`config.mk`:
```
export PLATFORM = sky130hd
export DESIGN_NAME = csa_operand_loader
export DESIGN_NICKNAME = d
export VERILOG_FILES = /design/src/rtl/csa_operand_loader.sv
export SDC_FILE = /design/constraint.sdc
export NUM_CORES = 1
export LEC_CHECK = 0
export ABC_AREA = 1
export CAP_MARGIN = 20
export CELL_PAD_IN_SITES_DETAIL_PLACEMENT = 2
export CELL_PAD_IN_SITES_GLOBAL_PLACEMENT = 2
export CORE_ASPECT_RATIO = 1.75
export CORE_UTILIZATION = 27
export DETAILED_ROUTE_END_ITERATION = 8
export MAX_ROUTING_LAYER = met4
export PLACE_DENSITY = 0.9
export SKIP_LAST_GASP = 1
export SLEW_MARGIN = 0
export SYNTH_ARGS = -nofsm -noshare
export SYNTH_HDL_FRONTEND = slang
export SYNTH_SLANG_ARGS = --single-unit
```
`constraint.sdc`:
```
create_clock -name clk -period 2.8 [get_ports clk]
set_clock_uncertainty 0.15 [all_clocks]
set_input_delay 0.84 -clock clk [delete_from_list [all_inputs] [get_ports clk]]
set_output_delay 0.84 -clock clk [all_outputs]
set_load 0.02 [all_outputs]
```
`src/rtl/csa_operand_loader.sv`:
```
// Serial operand loader for the 4-operand carry-save adder: packs four W-bit
// operands into a1..d1, lets the external adder settle for one cycle, then registers its result.
module csa_operand_loader #(
  parameter int W    = 3,
  parameter int NOPS = 4
) (
  input  logic         clk,
  input  logic         rst,
  input  logic         in_valid,
  output logic         in_ready,
  input  logic [W-1:0] in_data,
  input  logic         clear,
  output logic [W-1:0] a1,
  output logic [W-1:0] b1,
  output logic [W-1:0] c1,
  output logic [W-1:0] d1,
  input  logic [W:0]   csa_sum,
  input  logic         csa_cout,
  output logic         res_valid,
  input  logic         res_ready,
  output logic [W+1:0] res_data,
  output logic         busy,
  output logic [1:0]   dbg_state
);

  // Both streams use valid/ready: a beat transfers on a rising edge where valid and
  // ready are both high; valid never waits on ready, and a producer holds its data until the transfer.

  typedef enum logic [1:0] {
    FILL = 2'd0,
    EVAL = 2'd1,
    HOLD = 2'd2
  } state_t;

  generate
    if (NOPS != 4) begin : g_bad_nops
      $error("csa_operand_loader: NOPS must be 4 for the 4-operand adder");
    end
  endgenerate

  state_t       state_q;
  logic [1:0]   count_q;
  logic [1:0]   count_d;
  logic [W-1:0] ops_q [NOPS];
  logic [W+1:0] res_q;
  logic         res_valid_q;
  logic         accept;

  assign in_ready = ~rst & (state_q == FILL);
  assign accept   = in_valid & in_ready & ~clear;
  assign count_d  = count_q + 2'd1;

  always_ff @(posedge clk or posedge rst) begin
    if (rst) begin
      state_q     <= FILL;
      count_q     <= 2'd0;
      res_q       <= '0;
      res_valid_q <= 1'b0;
      for (int i = 0; i < NOPS; i++) begin
        ops_q[i] <= '0;
      end
    end else if (clear) begin
      // Abort keeps operand slots and the last result; only control state is dropped.
      state_q     <= FILL;
      count_q     <= 2'd0;
      res_valid_q <= 1'b0;
    end else begin
      case (state_q)
        FILL: begin
          if (accept) begin
            ops_q[count_q] <= in_data;
            count_q        <= count_d;
            if (count_q == 2'(NOPS - 1)) begin
              state_q <= EVAL;
            end
          end
        end
        EVAL: begin
          res_q       <= {csa_cout, csa_sum};
          res_valid_q <= 1'b1;
          state_q     <= HOLD;
        end
        HOLD: begin
          if (res_ready) begin
            res_valid_q <= 1'b0;
            state_q     <= FILL;
          end
        end
        default: begin
          state_q <= FILL;
        end
      endcase
    end
  end

  assign a1        = ops_q[0];
  assign b1        = ops_q[1];
  assign c1        = ops_q[2];
  assign d1        = ops_q[3];
  assign res_data  = res_q;
  assign res_valid = res_valid_q;
  assign busy      = (state_q != FILL) || (count_q != 2'd0);
  assign dbg_state = state_q;

endmodule

```
Word level (Yosys, flattened, before mapping)
Index checks and enable logic that the tools add are counted.

storage, ports and cells
  flip-flop bits (word level) = 22
  latch bits = 0
  bits in writable memories = 0
  ROM bits = 0
  word-level logic and storage cells = 50
  memories kept = 0

cells by class
  add/sub/neg operators = 1
  multiply operators = 0
  div/mod/pow operators = 0
  $lt $le $gt $ge = 2
  equality and inequality tests = 6
  shift-type cells = 0
  mux-type cells = 14
  bitwise logic cells = 6
  reduce and logical (&&, ||, !) cells = 13

operators by type and width
  cell                 count
  $mux 2               7
  $bwmux 12            1
  $reduce_bool 2->1    4
  $demux 3 s2          1
  $ne 3x3->1 const B   2
  $pmux 2 s3           1
  $reduce_and 2->1     3
  $reduce_and 3->1     2
  $eq 2x2->1 const B   2
  $and 1x1->1          3
  $ge 3x3->1 const B   1
  $lt 3x1->1 const B   1
  $mux 3               1
  $ne 3x2->1 const B   1
  $not 2->3            1
  $reduce_bool 3->1    1
  $add 2x1->2 const B  1
  $eq 2x1->1 const B   1
  $logic_not 2->1      1
  $mux 1               2
  $not 1->1            2
  $pmux 1 s2           1
  $logic_and 1x1->1    1
  $logic_or 1x1->1     1

Longest topological paths before layout
  depth after elaboration = 7
  depth in mapped cells = 6
  gate-level depth less buffers = 5

Least setup slack after synthesis
Ideal clock, no wire load.

  path kind = input-to-output
  from = input port rst
  to = output port in_ready
  arrival = 1.325 ns
  data required time = 1.810 ns
  slack = 0.485 ns
  stages = 1
  path buffers = 0
  cell sequence = nor3_1

on the way
  word-level cells in the longest chain between the ends = 2

ends and longest elaborated chain
  element             line  RTL
  start: declaration  8     input logic rst,
  $not 1->1           49    assign in_ready = ~rst & (state_q == FILL);
  $and 1x1->1         49
  end: declaration    10    output logic in_ready,

Every way passes these cells.

Worst setup path in the final report
Ends and elaborated chain as after synthesis.

==> impl_metrics.json <==
{
  "outcome": "finished clean",
  "timing.critical_path.required_ns": 1.81,
  "placed_cells": 200,
  "path_class": "input port to primary output",
  "layout.core_utilization_pct": 41.2,
  "cp_cell_sequence": "clkdlybuf4s50_1 -> nor3_1 -> clkbuf_2",
  "grt_max_degree": 15,
  "finalMaxSlewViolations": 0,
  "startpoint": "rst",
  "clk_latency_ns": 0.27,
  "post_synth_and_or_nand_nor_area_fraction_pct": 23.6,
  "tritoncts.num_buffers": 3,
  "finalSetupViolations": 0,
  "critical_path.max_stage_delay_ns": 0.43,
  "synth_top_area_share_pct": 51.9,
  "initialDrtViolationCount": 3,
  "worst_ir_drop_vdd_mv": 0.301,
  "finalWorstPathRequiredPeriod_ns": 2.65,
  "holdCritPathClass": "register to register",
  "max_freq_mhz": 378,
  "worstPathArrival_ns": 1.66,
  "global_route_wire_length_before_repair_microns": 5770,
  "critPathSlowestCell": "clkdlybuf4s50_1",
  "seq_area_frac_synth_pct": 51.9,
  "timing.rr.start": "dbg_state[0]",
  "area_growth_syn_to_layout_pct": 44.0,
  "report.final.hold_viol_count": 0,
  "drt_pre_antenna_iters": 2,
  "postSynthNetCount": 136,
  "power.total_mw": 0.953,
  "floorplan.die.height_microns": 84.9,
  "grt_pass1_vias": 1174,
  "finish.cell_count_without_fillers": 204,
  "postSynthCellCount": 119,
  "synth_area_sq_um": 1060,
  "ant_nets": 0,
  "synth_mux_area_share_pct": 0,
  "critPathCapture": "in_ready",
  "timing.critical_path.from_type": "input port",
  "worstHoldStart": "res_data[1]",
  "layout.filler_cells": 421,
  "post_synth_xor_area_fraction_pct": 0,
  "end_kind": "primary output",
  "cts-root-to-sink-buffers": 2,
  "globalRouteTotalUtil_pct": 18.8,
  "port_buffers": 34,
  "power_per_cell_area_nw_per_um2": 625,
  "number_of_synthesized_register_bits": 22,
  "maxCapViolations": 0,
  "rr_endpoint": "res_data[3]",
  "cts_setup_buffers": 0,
  "cts_root_buf": "clkbuf_8",
  "detailed_place_hpwl_microns": 2800,
  "cts.sinks": 22,
  "totalWireLength_microns": 3380,
  "h-tree-depth": 1,
  "antenna_violations_before_repair": 0,
  "clk_pin_slew_worst_paths_ns": 0.09,
  "io-pin-count": 35,
  "post_synth_fa_ha_maj_area_fraction_pct": 4.72,
  "yosys-top-cells-area": "dfrtp_1, nand2_1, nand3_1, o21bai_1, inv_1",
  "combinational_family_with_the_most_area_after_synthesis": "simple AND/OR/NAND/NOR gates",
  "clock_tree_from_tritoncts": "built",
  "diodes": 0,
  "final_layout_size_suffix_gt1_share_pct": 7.59,
  "avgRoutedWirePerCell_microns": 16.6,
  "design.core.area_sq_um": 3700,
  "synth_largest_area_cell": "dfrtp_1",
  "final_nets": 176,
  "synth-compound-area-share_pct": 10.2,
  "critical_path.max_fanout": 2,
  "initial_standard_cell_utilization_of_the_core_pct": 28.6,
  "cts_hold_buffers": 0,
  "die_area_sq_um": 4190,
  "worstRegToRegCells": 5,
  "grt_overflow_total": 0,
  "via_count": 966,
  "slew_headroom_pct": 71.6,
  "synthesis.area_per_instance_sq_um": 8.91,
  "rrSetupSlack_ns": 1.22,
  "yosysUniqueCellTypes": 16,
  "final_min_period_over_clock_period_pct": 94.5,
  "syn_warnings": 0,
  "gpl.final_weighted_congestion": 0.742,
  "horiz_die_dim_microns": 49.4,
  "vias_per_cell": 4.74,
  "leakage_nw": 0.743,
  "drc_errors": 0,
  "num_rows": 29,
  "grt_setup_unrepaired": "no",
  "worst_slew_pin_slew_ns": 0.425
}
synth_stat cells, drive strengths merged:
master / n
nand2: 29
dfrtp: 22
inv: 21
nand3: 20
o21bai: 12
ha: 4
nor2: 4
buf: 2
o21ai: 2
nand4: 1
nor3: 1
o31ai: 1
report_power, final:
group / internal (mW) / switching, mW
sequential: 0.360 / 0.0231
clock: 0.191 / 0.111
combinational: 0.128 / 0.140
total: 0.679 / 0.274
state kept, by name (all words and copies together) (netlist names):
signal and count:
c1 3, res_data 5, d1 3, b1 3, count_q 2, a1 3, dbg_state 2, res_valid 1
placed cells by master (no fill, tap or decap), drive strengths merged:
| master | instances |
|---|---|
| clkdlybuf4s50 | 32 |
| nand2 | 29 |
| dfrtp | 22 |
| inv | 21 |
| nand3 | 20 |
| o21bai | 12 |
| ha | 4 |
| clkbuf | 4 |
| nor2 | 4 |
| buf | 3 |
| o21ai | 2 |
| o31ai | 1 |
| nand4 | 1 |
| nor3 | 1 |
| bufinv | 1 |
| dlymetal6s2s | 1 |
worst max-delay path: cells and delay by family:
family | cells | cell delay [ns]
and+or+nand+nor | 1 | 0.18
buffers and inverters | 2 | 0.63
cells by family after synthesis:
family                   Yosys count
AO/OA/AOI/OAI                     15
adder cells (fa/ha/maj)            4
buffers and inverters             23
flip-flops                        22
AND/OR/NAND/NOR                   55
layout make-up:
cell class / instances / area [sq um] / area share, %
clock buffers: 3 / 41.3 / 2.70
clock inverters: 1 / 30.0 / 1.97
flip-flops and latches: 22 / 551 / 36.1
multi-input cells: 74 / 408 / 26.7
well taps: 46 / 57.6 / 3.77
inverters: 21 / 78.8 / 5.16
repair buffers: 37 / 360 / 23.6
routing by layer:
metal | GRT usage, % | vias to the layer above | part of all wire, %
met1 | 20.2 | 482 | 39
met3 | 2.69 | 4 | 3.0
met5 | - | - | 0
met2 | 33.9 | 26 | 57
li1 | - | 454 | -
met4 | 7.22 | 0 | 1.4
worst min path at each step:
stage	depth (start not counted)	slack [ns]	endpoint
after global routing	2	0.38	res_data[0]
after detailed placement	2	0.32	res_data[1]
after CTS	2	0.34	res_data[1]
after floorplan	2	0.43	count_q[1]
after global placement	2	0.30	res_data[4]
final	2	0.33	res_data[1]
timing repair:
action / in CTS / in global routing
gates resized for setup: 2 / 3
endpoints found under the hold margin: 0 / 0
endpoints found under the setup margin: 1 / 2
pin swaps: 0 / 0
through the flow:
stage	instance area [sq um]	worst slack (ns)	TNS, ns	hold WS [ns]
floorplan	1060	0.485	0	0.429
global placement	1460	-0.234	-0.234	0.303
detailed placement	1460	-0.293	-0.293	0.320
CTS	1530	0.0101	0	0.341
finish	1530	0.153	0	0.334
global route	1530	0.122	0	0.380
(Power assumes the default switching activity.)
